## config.mk

```make
export PLATFORM = sky130hd
export DESIGN_NAME = alu_nibble_sequencer
export DESIGN_NICKNAME = d
export VERILOG_FILES = /design/src/rtl/alu_nibble_sequencer.sv
export SDC_FILE = /design/constraint.sdc
export NUM_CORES = 1
export LEC_CHECK = 0
export ABC_AREA = 1
export ABC_CLOCK_PERIOD_IN_PS = 4000
export CAP_MARGIN = 30
export CORE_ASPECT_RATIO = 1.4
export CORE_MARGIN = 3
export CORE_UTILIZATION = 35
export DETAILED_ROUTE_END_ITERATION = 8
export HOLD_SLACK_MARGIN = 0.02
export PLACE_DENSITY = 0.58
export SYNTH_ARGS = -nofsm -noshare
export SYNTH_HDL_FRONTEND = slang
export SYNTH_SLANG_ARGS = --single-unit
```

## constraint.sdc

```tcl
create_clock -name clk -period 4 [get_ports clk]
set_input_delay 1.2 -clock clk [delete_from_list [all_inputs] [get_ports clk]]
set_output_delay 1.2 -clock clk [all_outputs]
set_load 0.02 [all_outputs]
```

## src/rtl/alu_nibble_sequencer.sv

```systemverilog
// alu_nibble_sequencer: drives a 4-bit ALU slice one nibble per pass, LSB first,
// and chains carry/borrow by inserting a +1/-1 pass on nibbles entered with cin=1.
module alu_nibble_sequencer #(
  parameter  int NIBBLES = 4,
  localparam int W       = 4 * NIBBLES
) (
  input  logic         clk,
  input  logic         rst_n,
  input  logic         req_valid,
  output logic         req_ready,
  input  logic [W-1:0] req_a,
  input  logic [W-1:0] req_b,
  input  logic [1:0]   req_op,
  output logic         rsp_valid,
  input  logic         rsp_ready,
  output logic [W-1:0] rsp_result,
  output logic         rsp_flag,
  output logic [3:0]   alu_a,
  output logic [3:0]   alu_b,
  output logic [1:0]   alu_op,
  input  logic [3:0]   alu_result,
  input  logic         alu_flag,
  output logic         busy
);

  localparam int NW = (NIBBLES > 1) ? $clog2(NIBBLES) : 1;

  typedef enum logic [1:0] {IDLE, PASS1, PASS2, DONE} state_e;

  state_e         state_q;
  logic [W-1:0]   a_q, b_q, res_q;
  logic [1:0]     op_q;
  logic [NW-1:0]  nib_q;
  logic           cin_q, c1_q, flag_q;
  logic [3:0]     tmp_q;

  logic           is_arith;
  logic           commit;
  logic           carry_out;
  logic           last_nib;

  // Decode of the current pass: whether this cycle finalises a nibble and its outgoing carry
  always_comb begin
    is_arith  = ~op_q[1];
    last_nib  = (nib_q == NW'(NIBBLES - 1));
    commit    = ((state_q == PASS1) && !(is_arith && cin_q)) || (state_q == PASS2);
    carry_out = (state_q == PASS2) ? (c1_q | alu_flag) : (is_arith & alu_flag);
  end

  // Slice drive: operand nibble in PASS1, temp +/- 1 in PASS2, quiet otherwise
  always_comb begin
    alu_a  = 4'h0;
    alu_b  = 4'h0;
    alu_op = 2'b00;
    case (state_q)
      PASS1: begin
        alu_a  = a_q[4*nib_q +: 4];
        alu_b  = b_q[4*nib_q +: 4];
        alu_op = op_q;
      end
      PASS2: begin
        alu_a  = tmp_q;
        alu_b  = 4'h1;
        alu_op = op_q;
      end
      default: ;
    endcase
  end

  // Sequencer FSM: request capture, nibble passes, response hold
  always_ff @(posedge clk or negedge rst_n) begin
    if (!rst_n) begin
      state_q <= IDLE;
      a_q     <= '0;
      b_q     <= '0;
      op_q    <= '0;
      nib_q   <= '0;
      cin_q   <= 1'b0;
      c1_q    <= 1'b0;
      tmp_q   <= '0;
      res_q   <= '0;
      flag_q  <= 1'b0;
    end else begin
      case (state_q)
        IDLE: begin
          if (req_valid) begin
            a_q     <= req_a;
            b_q     <= req_b;
            op_q    <= req_op;
            nib_q   <= '0;
            cin_q   <= 1'b0;
            state_q <= PASS1;
          end
        end
        PASS1: begin
          tmp_q <= alu_result;
          c1_q  <= alu_flag;
          if (is_arith && cin_q) state_q <= PASS2;
        end
        DONE: begin
          if (rsp_ready) state_q <= IDLE;
        end
        default: ;
      endcase

      // PASS1 without pending carry and every PASS2 retire one nibble
      if (commit) begin
        res_q[4*nib_q +: 4] <= alu_result;
        cin_q               <= carry_out;
        if (last_nib) begin
          flag_q  <= carry_out;
          state_q <= DONE;
        end else begin
          nib_q   <= nib_q + NW'(1);
          state_q <= PASS1;
        end
      end
    end
  end

  assign req_ready  = (state_q == IDLE);
  assign rsp_valid  = (state_q == DONE);
  assign busy       = (state_q == PASS1) || (state_q == PASS2);
  assign rsp_result = res_q;
  assign rsp_flag   = flag_q;

endmodule

```

Word level (Yosys, flattened, before mapping)

Index checks and enable logic that the tools add are counted.

$add $sub $neg: 2
Eq/ne operators: 7
Shift operators: 4
Mux-type cells: 18
Bitwise logic cells: 3
Reduce and logical (&&, ||, !) cells: 14

Operators with widths:

| cell                    | number |
|---|---|
| $neg 4->34              | 1 |
| $shift 4x34->16 const A | 1 |
| $shiftx 4x34->16        | 1 |
| $shiftx 16x5->4         | 2 |
| $mux 2                  | 10 |
| $bwmux 16               | 1 |
| $pmux 4 s2              | 2 |
| $eq 2x2->1 const B      | 3 |
| $ne 3x2->1 const B      | 2 |
| $pmux 2 s3              | 1 |
| $reduce_and 2->1        | 3 |
| $mux 1                  | 4 |
| $reduce_and 4->1        | 1 |
| $reduce_bool 2->1       | 2 |
| $reduce_bool 4->1       | 1 |
| $ne 3x1->1 const B      | 1 |
| $add 2x1->2 const B     | 1 |
| $eq 2x1->1 const B      | 1 |
| $logic_and 1x1->1       | 2 |
| $logic_not 2->1         | 1 |
| $logic_or 1x1->1        | 2 |
| $reduce_or 2->1         | 1 |
| $and 1x1->1             | 1 |
| $logic_not 1->1         | 1 |
| other kinds (2)         | 2 |

Register bits: 61
Input bits: 43
Output and inout port bits: 30
Logic and storage cells: 58

Longest topological paths before layout

Gate-level depths: netlist (run 1).

Depth after elaboration: 7
Gate-level depth with buffers: 9
Gate-level depth less buffers: 8

Least setup slack after synthesis (run 1)

OpenSTA, ideal clock, no wires.

Path type: register to output
From: register state_q[0]
To: output port alu_a[0]
Data arrival time: 1.520 ns
Required time: 2.800 ns
Slack: 1.280 ns
Cell stages (with the launch flop): 5
Buffers on the path: 0
Cell sequence: dfrtp_1 > inv_1 > ha_1 > nand2_1 > o21ai_0

Longest elaborated chain between the ends: 2
Elaborated cells between the ends (all ways): 3
Those cells by class: eq/ne (2); mux (1)

Ends and longest elaborated chain:

| element                                  | line | RTL |
|---|---|---|
| start, declared                          | 30   | `state_e state_q;` |
| start signal, assigned                   | 73   | `state_q <= IDLE;` |
| start signal, assigned                   | 92   | `state_q <= PASS1;` |
| start signal, assigned                   | 98   | `if (is_arith && cin_q) state_q <= PASS2;` |
| $eq 2x2->1 or $eq 2x1->1 (tied branches) | 55   | `case (state_q)` |
| $pmux 4 s2 (*)                           | 55   |  |
| end, declared                            | 18   | `output logic [3:0] alu_a,` |

Every way passes the cells marked *; elsewhere a longest branch is shown, timed or not.

Worst setup path in the final report (run 1)

From: register nib_q[0]
To: output port alu_a[2]

Longest elaborated chain between the ends: 2

Ends and longest elaborated chain:

| element                | line | RTL |
|---|---|---|
| start, declared        | 33   | `logic [NW-1:0] nib_q;` |
| start signal, assigned | 114  | `nib_q <= nib_q + NW'(1);` |
| $shiftx 16x5->4        | 57   | `alu_a = a_q[4*nib_q +: 4];` |
| $pmux 4 s2             | 55   |  |

Every way passes these cells.

==> run summary, run 1 <==
The tool flagged a number of max-cap violations equal to 0. Clock tree synthesis found a total of 61 sinks. The leading area contributor after synthesis was sky130_fd_sc_hd__dfrtp_1. For this run, design rule violations remaining after detail routing come to 0. The x dimension of the die works out to 85.8 um.

The largest stage delay on the critical path was 1.01 ns. The critical path required time was 2.80 ns; the data arrival time of the critical path was 2.53 ns. The area fraction of the dominant cell type after synthesis was 48.9%.

Synthesized flop and latch total: 61. STA classifies the critical path endpoint as an output port. The number of global-route vias before repair came out at 2513. Power spread over the standard cell area amounts to 856 mW/mm2. The signal on the critical path passes through inv_4 -> nand2_1 -> nand3_1 -> nand3_1 -> o21ai_0 -> clkdlybuf4s50_1.

The highest attainable clock frequency was 0.268 GHz. The setup slack after layout is 0.275 ns. The largest fanout on the critical path came out at 30. Final HPWL from detailed placement: 5060 um. Clock latency on the worst-skew pair, taken at its later pin, is 0.33 ns. The number of cells on the worst reg-to-reg path is 5. The post-synthesis net count was 374.

In this run the top signal layer used is met4. The count of final hold-check violations was 0. Sequential elements use 48.9% of the synthesized area.

Clock-pin slew was measured on the worst setup and hold paths at 0.05 ns. The run gives 0 as the number of synthesis warnings. The floorplan step set the die height to 118 um.

Largest net degree at the start of global routing: 43. For the met3 wire length, the log shows 328 um. For this run, the leading register cell type out of synthesis is sky130_fd_sc_hd__dfrtp_1. The number of gates resized after CTS was 0; the reg2reg setup slack was 1.66 ns. Synthesis produced 322 cells. Dividing the detail-routed via count by the number of cells gives 4.72. The tools report the endpoint of the worst hold path as rsp_result[6]. Global routing used 15.2% of the available tracks.

Cells with a size suffix above 1 make up 16.6% of the layout. Counting instances, the worst hold path has a depth of 2. The shortest clock period the worst path allows after layout works out to 3.73 ns. Setup repair after global routing left no endpoint under its margin.

The longest clock path from root to sink contains 2 buffers. Relative to the synthesized area, the layout overhead comes to 36.1%. The total number of placement rows was 40; the count of antenna-violating nets left after detailed routing was 0.

Setup violations remaining at the end of the flow were counted as 0. TritonCTS built the clock tree. In this run the most critical hold path is launched from rsp_result[6].

Summed over all cells, the static leakage comes to 0.00206 uW. The routed design uses 3520 um of met2 wire. In this run the worst hold path is classified as reg -> reg.

STA classifies the critical path startpoint as a flip-flop. The total die area was 0.0101 mm2; the max-slew violation count was 0. The port buffer count was 72.

After layout, the worst path uses 93.1% of the clock period. After synthesis, the most frequently instantiated cells are sky130_fd_sc_hd__nand2_1, sky130_fd_sc_hd__dfrtp_1, sky130_fd_sc_hd__mux2_4. The average cell area after synthesis is 9.70 um2, and the routability congestion estimate from global placement is 0.788. The tree is rooted in a sky130_fd_sc_hd__clkbuf_16. Once the floorplan was initialized, standard cells occupied 36.1% of the core. The share of flip-flops with an asynchronous set or reset after synthesis was 100%; the core area was 0.00866 mm2. The run gives 0.00312 mm2 as the post-synthesis cell area. The tools report the final layout net count as 451.

The worst register-to-register path ends at rsp_result[1]. The number of different library cells used by synthesis comes to 25. The clock arrives with 0.00597 ns of skew. The H-tree was split into 3 levels. For the detailed-route via count, the log shows 2403. The number of enable-type register cells in the synthesized netlist is 0, and the summed negative setup slack over all endpoints is 0 ns. In this run the post-CTS setup repair buffer count came out at 0. Pin placement for this block handled 73 I/O pins.

The slew of the pin with the lowest slew margin was 1.01 ns; the wire length per cell after detailed routing was 13.7 um. The logs give 2970 um for the routed metal-1 wirelength and 32.4% for the worst relative slew slack. The kind of critical path was reg -> out.

Global routing finished with a remaining overflow of 0. For the initial antenna violation count, the log shows 0. By instance count, the leading cell after synthesis is sky130_fd_sc_hd__nand2_1. Detailed-routing iteration count for the pre-antenna-repair pass: 4.

Cell occurring most often along the worst timing path: sky130_fd_sc_hd__nand3_1. After detailed routing, the total wire length is 6990 um. The run finished with clean final reports. The run gives 11900 um as the wire length of the first global-routing pass.

The logs give 9 for the TritonCTS buffer count and 0 for the antenna diode count. The critical-path cell with the highest stage delay is sky130_fd_sc_hd__dfrtp_1. The first routing iteration left 107 violations. The reg-to-reg critical path startpoint is nib_q[0].

Across the VDD grid, the largest voltage drop is 0.387 mV. The logs give 0 for the number of buffers added to fix hold violations after cts and 3640 uW for the post-layout total power. Worst slack after detailed placement: 0.613 ns.

By area the synthesized netlist is led by sky130_fd_sc_hd__dfrtp_1, sky130_fd_sc_hd__mux2_4, sky130_fd_sc_hd__nand2_1.
-- worst max path at each step --
stage	slack [ns]	cells after the start	to	start
2_1_floorplan	1.28	4	alu_a[0]	state_q[0]
3_3_place_gp	0.68	6	alu_a[3]	nib_q[0]
3_5_place_dp	0.61	6	alu_a[3]	nib_q[0]
4_1_cts	0.26	6	alu_a[3]	nib_q[0]
5_1_grt	0.06	6	alu_a[0]	nib_q[0]
6_report	0.27	6	alu_a[2]	nib_q[0]
-- per-stage QoR --
step	utilization, %	instances	hold slack, ns	area, um2
5_1_grt	49.1	509	0.502	4250
3_5_place_dp	45.1	492	0.469	3910
4_1_cts	48.9	508	0.484	4230
2_1_floorplan	-	322	0.476	3120
6_report	49.1	509	0.478	4250
3_3_place_gp	45.1	492	0.467	3910
-- kinds of logic (layout without fill, tap and decap cells) --
kind of cell | count (synthesis) | after routing | share of synthesized area [%]
adder cells (fa/ha/maj) | 9 | 9 | 3.61
buffers and inverters | 37 | 119 | 6.33
AND/OR/NAND/NOR | 152 | 152 | 21.3
AO/OA/AOI/OAI | 32 | 32 | 5.21
flip-flops | 61 | 61 | 48.9
multiplexers | 31 | 31 | 14.7
-- layout make-up --
| type | count | area, um2 |
|---|---|---|
| Multi-Input combinational cell | 224 | 1400 |
| Inverter | 26 | 103 |
| Fill cell | 831 | 4410 |
| Tap cell | 105 | 131 |
| Timing Repair Buffer | 77 | 766 |
| Clock inverter | 4 | 70.1 |
| Clock buffer | 12 | 256 |
| Sequential cell | 61 | 1530 |
-- sequential cells by signal, indices dropped and copies added, names as in the netlist --
register and count:
nib_q 2, cin_q 1, tmp_q 4, b_q 16
a_q 16, rsp_flag 1, state_q 2, c1_q 1
op_q 2, rsp_result 16
-- cells in the final DEF (no fill, tap or decap), types with 2 or more instances in the layout --
cell type,instances
sky130_fd_sc_hd__nand2_1,86
sky130_fd_sc_hd__mux2_4,29
sky130_fd_sc_hd__clkinv_1,2
sky130_fd_sc_hd__inv_2,3
sky130_fd_sc_hd__nand3_1,27
sky130_fd_sc_hd__nor2_1,24
sky130_fd_sc_hd__ha_1,9
sky130_fd_sc_hd__nand4_1,5
sky130_fd_sc_hd__buf_4,4
sky130_fd_sc_hd__o21ai_0,14
sky130_fd_sc_hd__clkinv_2,2
sky130_fd_sc_hd__nand3_2,4
sky130_fd_sc_hd__nand2_2,2
sky130_fd_sc_hd__dfrtp_1,61
sky130_fd_sc_hd__inv_4,2
sky130_fd_sc_hd__o21ai_1,10
sky130_fd_sc_hd__mux2_2,2
sky130_fd_sc_hd__clkbuf_8,2
sky130_fd_sc_hd__bufinv_16,2
sky130_fd_sc_hd__nor2_2,2
sky130_fd_sc_hd__inv_1,19
sky130_fd_sc_hd__a21oi_1,7
sky130_fd_sc_hd__clkdlybuf4s50_1,71
sky130_fd_sc_hd__clkbuf_16,9
-- layer usage --
layer  track usage [%]  vias to the layer above
met5                 0                        -
met2              25.4                       64
li1                  -                     1204
met3              4.06                       11
met1              17.8                     1124
met4              7.33                        0
-- worst max-delay path, delay by kind of cell, from the launching register on --
kind            cells  cell delay (ns)
buf+inv             2             0.80
compound gates      1             0.11
simple gates        3             0.28
flops               1             1.01
-- power breakdown --
part | internal (uW) | switching (uW)
registers | 905 | 205
clock network | 576 | 264
logic | 803 | 884
No activity file was read; power rests on OpenSTA's default activity.
==> run 2: changes to the inputs <==
Settings changed: HOLD_SLACK_MARGIN 0.02 to not set.
==> results of run 2 <==
No change in the layout: final DEF, timing and power equal those of run 1.
